`src/rtl/ad7606_emu.sv`:
```
// Cycle-level responder model of the AD7606 8-channel parallel-read ADC.
// Optional feature: define AD7606_EMU_OS_EN to scale busy time by the oversampling ratio.
module ad7606_emu #(
  parameter int CONV_CYCLES = 200,
  parameter int NCH         = 8
) (
  input  logic              clk,
  input  logic              rst,
  input  logic [16*NCH-1:0] ch_data,
  input  logic              convst,
  input  logic              ad_rst,
  input  logic [2:0]        ad_os,
  input  logic              ad_cs,
  input  logic              ad_rd,
  output logic              ad_busy,
  output logic              firstdata,
  output logic [15:0]       ad_data_out,
  output logic              ad_data_oe,
  output logic              convst_ignored,
  output logic [15:0]       conv_count
);

`ifdef AD7606_EMU_OS_EN
  localparam int CW = 19;
`else
  localparam int CW = 12;
`endif

  typedef enum logic {IDLE, CONV} state_t;

  state_t        state, state_nxt;
  logic [CW-1:0] cnt;
  logic [CW-1:0] conv_time;
  logic          convst_q, rd_q, oe;
  logic [2:0]    ptr;
  logic [15:0]   bank [NCH];
  logic          convst_rise, rd_rise, conv_done;

  assign convst_rise = convst & ~convst_q;
  assign rd_rise     = ad_rd & ~rd_q;
  assign conv_done   = (state == CONV) && (cnt == '0);

`ifdef AD7606_EMU_OS_EN
  // ad_os=7 is not a legal ratio on the real part; fall back to no oversampling
  always_comb begin
    conv_time = CW'(CONV_CYCLES);
    if (ad_os != 3'd7) conv_time = CW'(CONV_CYCLES) << ad_os;
  end
`else
  logic unused_os;
  assign unused_os = ^ad_os;
  assign conv_time = CW'(CONV_CYCLES);
`endif

  always_ff @(posedge clk) begin
    if (rst) state <= IDLE;
    else     state <= state_nxt;
  end

  always_comb begin
    state_nxt = state;
    if (ad_rst) begin
      state_nxt = IDLE;
    end else begin
      case (state)
        IDLE:    if (convst_rise) state_nxt = CONV;
        CONV:    if (cnt == '0) state_nxt = IDLE;
        default: state_nxt = IDLE;
      endcase
    end
  end

  always_comb begin
    ad_busy     = (state == CONV);
    ad_data_oe  = oe;
    ad_data_out = oe ? bank[ptr] : 16'h0000;
    firstdata   = oe & (ptr == 3'd0);
  end

  // rd_q resets high so an idle-high strobe is not mistaken for a rising edge
  always_ff @(posedge clk) begin
    if (rst) begin
      convst_q       <= 1'b0;
      rd_q           <= 1'b1;
      oe             <= 1'b0;
      ptr            <= 3'd0;
      cnt            <= '0;
      conv_count     <= 16'h0000;
      convst_ignored <= 1'b0;
      for (int i = 0; i < NCH; i++) bank[i] <= 16'h0000;
    end else begin
      convst_q       <= convst;
      rd_q           <= ad_rd;
      oe             <= ~ad_cs & ~ad_rd;
      convst_ignored <= convst_rise & (ad_rst | (state == CONV));
      if (ad_rst) begin
        cnt <= '0;
        ptr <= 3'd0;
        for (int i = 0; i < NCH; i++) bank[i] <= 16'h0000;
      end else begin
        // end of conversion takes precedence over a same-cycle read advance
        if (conv_done) begin
          for (int i = 0; i < NCH; i++) bank[i] <= ch_data[16*i +: 16];
          ptr        <= 3'd0;
          conv_count <= conv_count + 16'd1;
        end else if (rd_rise & ~ad_cs) begin
          ptr <= ptr + 3'd1;
        end
        if ((state == IDLE) && convst_rise) cnt <= conv_time - CW'(1);
        else if ((state == CONV) && (cnt != '0)) cnt <= cnt - CW'(1);
      end
    end
  end

endmodule

```
`config.mk`:
```
export PLATFORM = sky130hd
export DESIGN_NAME = ad7606_emu
export DESIGN_NICKNAME = d
export VERILOG_FILES = /design/src/rtl/ad7606_emu.sv
export SDC_FILE = /design/constraint.sdc
export NUM_CORES = 1
export LEC_CHECK = 0
export CORE_UTILIZATION = 45
export CTS_CLUSTER_SIZE = 20
export DETAILED_ROUTE_END_ITERATION = 10
export PLACE_DENSITY = 0.81
export SKIP_LAST_GASP = 1
export SLEW_MARGIN = 5
export SYNTH_ARGS = -nofsm -noshare
export SYNTH_HDL_FRONTEND = slang
export SYNTH_SLANG_ARGS = --single-unit
```
`constraint.sdc`:
```
create_clock -name clk -period 3.1 [get_ports clk]
set_input_delay 0.62 -clock clk [delete_from_list [all_inputs] [get_ports clk]]
set_output_delay 0.62 -clock clk [all_outputs]
set_load 0.1 [all_outputs]
```
==> qor.csv <==
metric,value,unit
outcome,finished clean,
rsz0062_at_grt,no,
ys_seq_elements,167,
yosysTopAreaCell,edfxtp_1,
endpoint_kind,output port,
final.setup_skew,7.11,ps
synth_area_leaders,"edfxtp_1 (45%), dfxtp_1 (15%), mux4_2 (9.6%), and2_1 (9.6%), mux2i_1 (2.3%)",
cts_tree,built,
cellLeakagePower,3.71,nW
ctsResizeCount,0,
synth.top_cells.by_count,"and2_1 (115), edfxtp_1 (112), dfxtp_1 (55)",
layout_setup_ws,302,ps
worst_pin_slew,654,ps
track_usage,0.213,
avgSynthCellArea,13.5,µm²
cts_root_buf,clkbuf_16,
yosysWarnings,0,
grt_pass1_vias,5212,
synth.net_count,697,
fin_crit,2800,ps
dp_cells,922,
path_cells,buf_4 > mux4_2 > mux2i_1 > nor2b_2 > buf_12,
place.gp.congestion,0.831,
final_area,10200,µm²
yosysSeqAreaShare,0.597,
clockBufferDepth,2,
first_iter_violations,333,
hold_viol_final,0,
io_pins,173,
cts_setup_buffers,0,
clk-insertion-delay-late,420,ps
cp-start-kind,register,
hold_path_class,reg -> reg,
yosysTopAreaCellShare,0.450,
tns,0,ps
critPathMaxFanout,17,
peakVddDrop,392,µV
synth.most_common_cell,and2_1,
max-cap-violations,0,
path_class,reg -> out,
slew_violations,0,
nNetsFinal,867,
start_util,0.466,
path_clk_slew,70,ps
ys.flop_type,edfxtp_1,
fmax,357,MHz
area_growth_syn_to_layout,35.9,%
instances_no_fill,955,
dpl_cell_area,9590,µm²
post-place-ws,457,ps
crit_slowest_cell,dfxtp_2,
yosysUniqueCellTypes,48,
synth_edf_count,112,
p_total,4.94,mW
antenna_found_initial,1,
fin_crit_sh,0.902,
setup_viol,0,
finalWirelength,17.6,mm
vias_per_cell,5.37,
critPathRequiredTime,2480,ps
cts_max_level,4,
dr.pass1.iters,5,
arrival,2180,ps
die_area,17100,µm²
row_count,46,
core,16100,µm²
syn_inst,555,
ys_async_sr_fraction,0,
wl_per_cell,18.4,µm
grt_max_degree,129,
drcViolationCount,0,
cts-hold-fix-buffers,0,
fp.dieW,131,µm
slowest_delay,620,ps
power_density,486,nW/µm²
grt_pass1_wl,26.8,mm
worst_hold_slack,415,ps
io_buffers,169,
cts_sinks,167,
nFillCells,1171,
via_count,5126,
dp_hpwl,12.3,mm
die_h,131,µm
finish.utilization,0.633,
numCtsBuffers,17,
maxSlewHeadroom,0.563,
grt-ovfl-total,0,
synth_area,7480,µm²
drtAntennaViolNets,0,
drive_gt1_frac,0.199,
## critical path: cells and delay by family, from the launching register on
kind / cells / cell delay, ps
buffers and inverters: 2 / 470
AND/OR/NAND/NOR: 1 / 90
flip-flops: 1 / 620
multiplexers: 2 / 580
## layout by cell type (no fill, tap or decap), drive strengths merged, types with 2 or more instances in the layout
cell,count
or4b,3
and2,115
or2,4
xnor2,4
edfxtp,112
buf,51
dfxtp,55
inv,15
clkbuf,18
nor3b,4
a21oi,19
mux2i,17
clkinv,6
nand3,9
nand4,9
and4,3
mux4,32
nor2b,20
a211oi,4
nand2,8
ha,5
nor3,5
clkdlybuf4s50,133
xor2,4
clkinvlp,3
nor2,19
or3,9
a22o,16
nor4,2
bufinv,2
a21o,2
and3,2
o31ai,5
or4,5
o21ai,9
## cells by family after synthesis
| kind of cell | synth area share |
|---|---|
| simple gates | 0.183 |
| compound gates | 0.0549 |
| buf+inv | 0.0274 |
| fa+ha+maj | 0.00836 |
| mux | 0.121 |
| xor+xnor | 0.00937 |
| flops | 0.597 |
## layer usage
layer,GRT usage,routed length [µm],up-vias
met1,0.253,6930,2501
met5,0,0,-
met3,0.0391,804,46
met4,0.118,745,0
li1,-,-,2386
met2,0.367,9120,193
## sequential cells by signal, summed over array words and instances (netlist names), named ones only
name and cells:
bank 128, conv_count 16, cnt 12, ptr 3, ad_busy 1, ad_data_oe 1
convst_ignored 1, convst_q 1, rd_q 1
## worst paths after layout
check,startpoint,to,slack [ps],cells after the start
worst max-delay path,register,ad_data_out[1],300,5
worst min-delay path,convst_q,convst_ignored,420,1
worst max register to register,cnt[0],bank[5][10],590,8
worst min register to register,convst_q,convst_ignored,420,1
## where the power goes
part / switching, mW / internal (mW)
sequential: 0.0326 / 2.46
clock: 0.875 / 1.19
combinational: 0.158 / 0.224
total: 1.07 / 3.88
## layout make-up
class,instances,area (µm²),area share
repair buffers,184,1940,0.191
clock buffers,18,429,0.0422
well taps,216,270,0.0266
flip-flops and latches,167,4470,0.439
multi-input cells,343,2860,0.281
diodes,1,2.50,0.000246
inverters,12,48.8,0.00480
clock inverters,14,149,0.0146
Power figures use the tool's default switching activity.
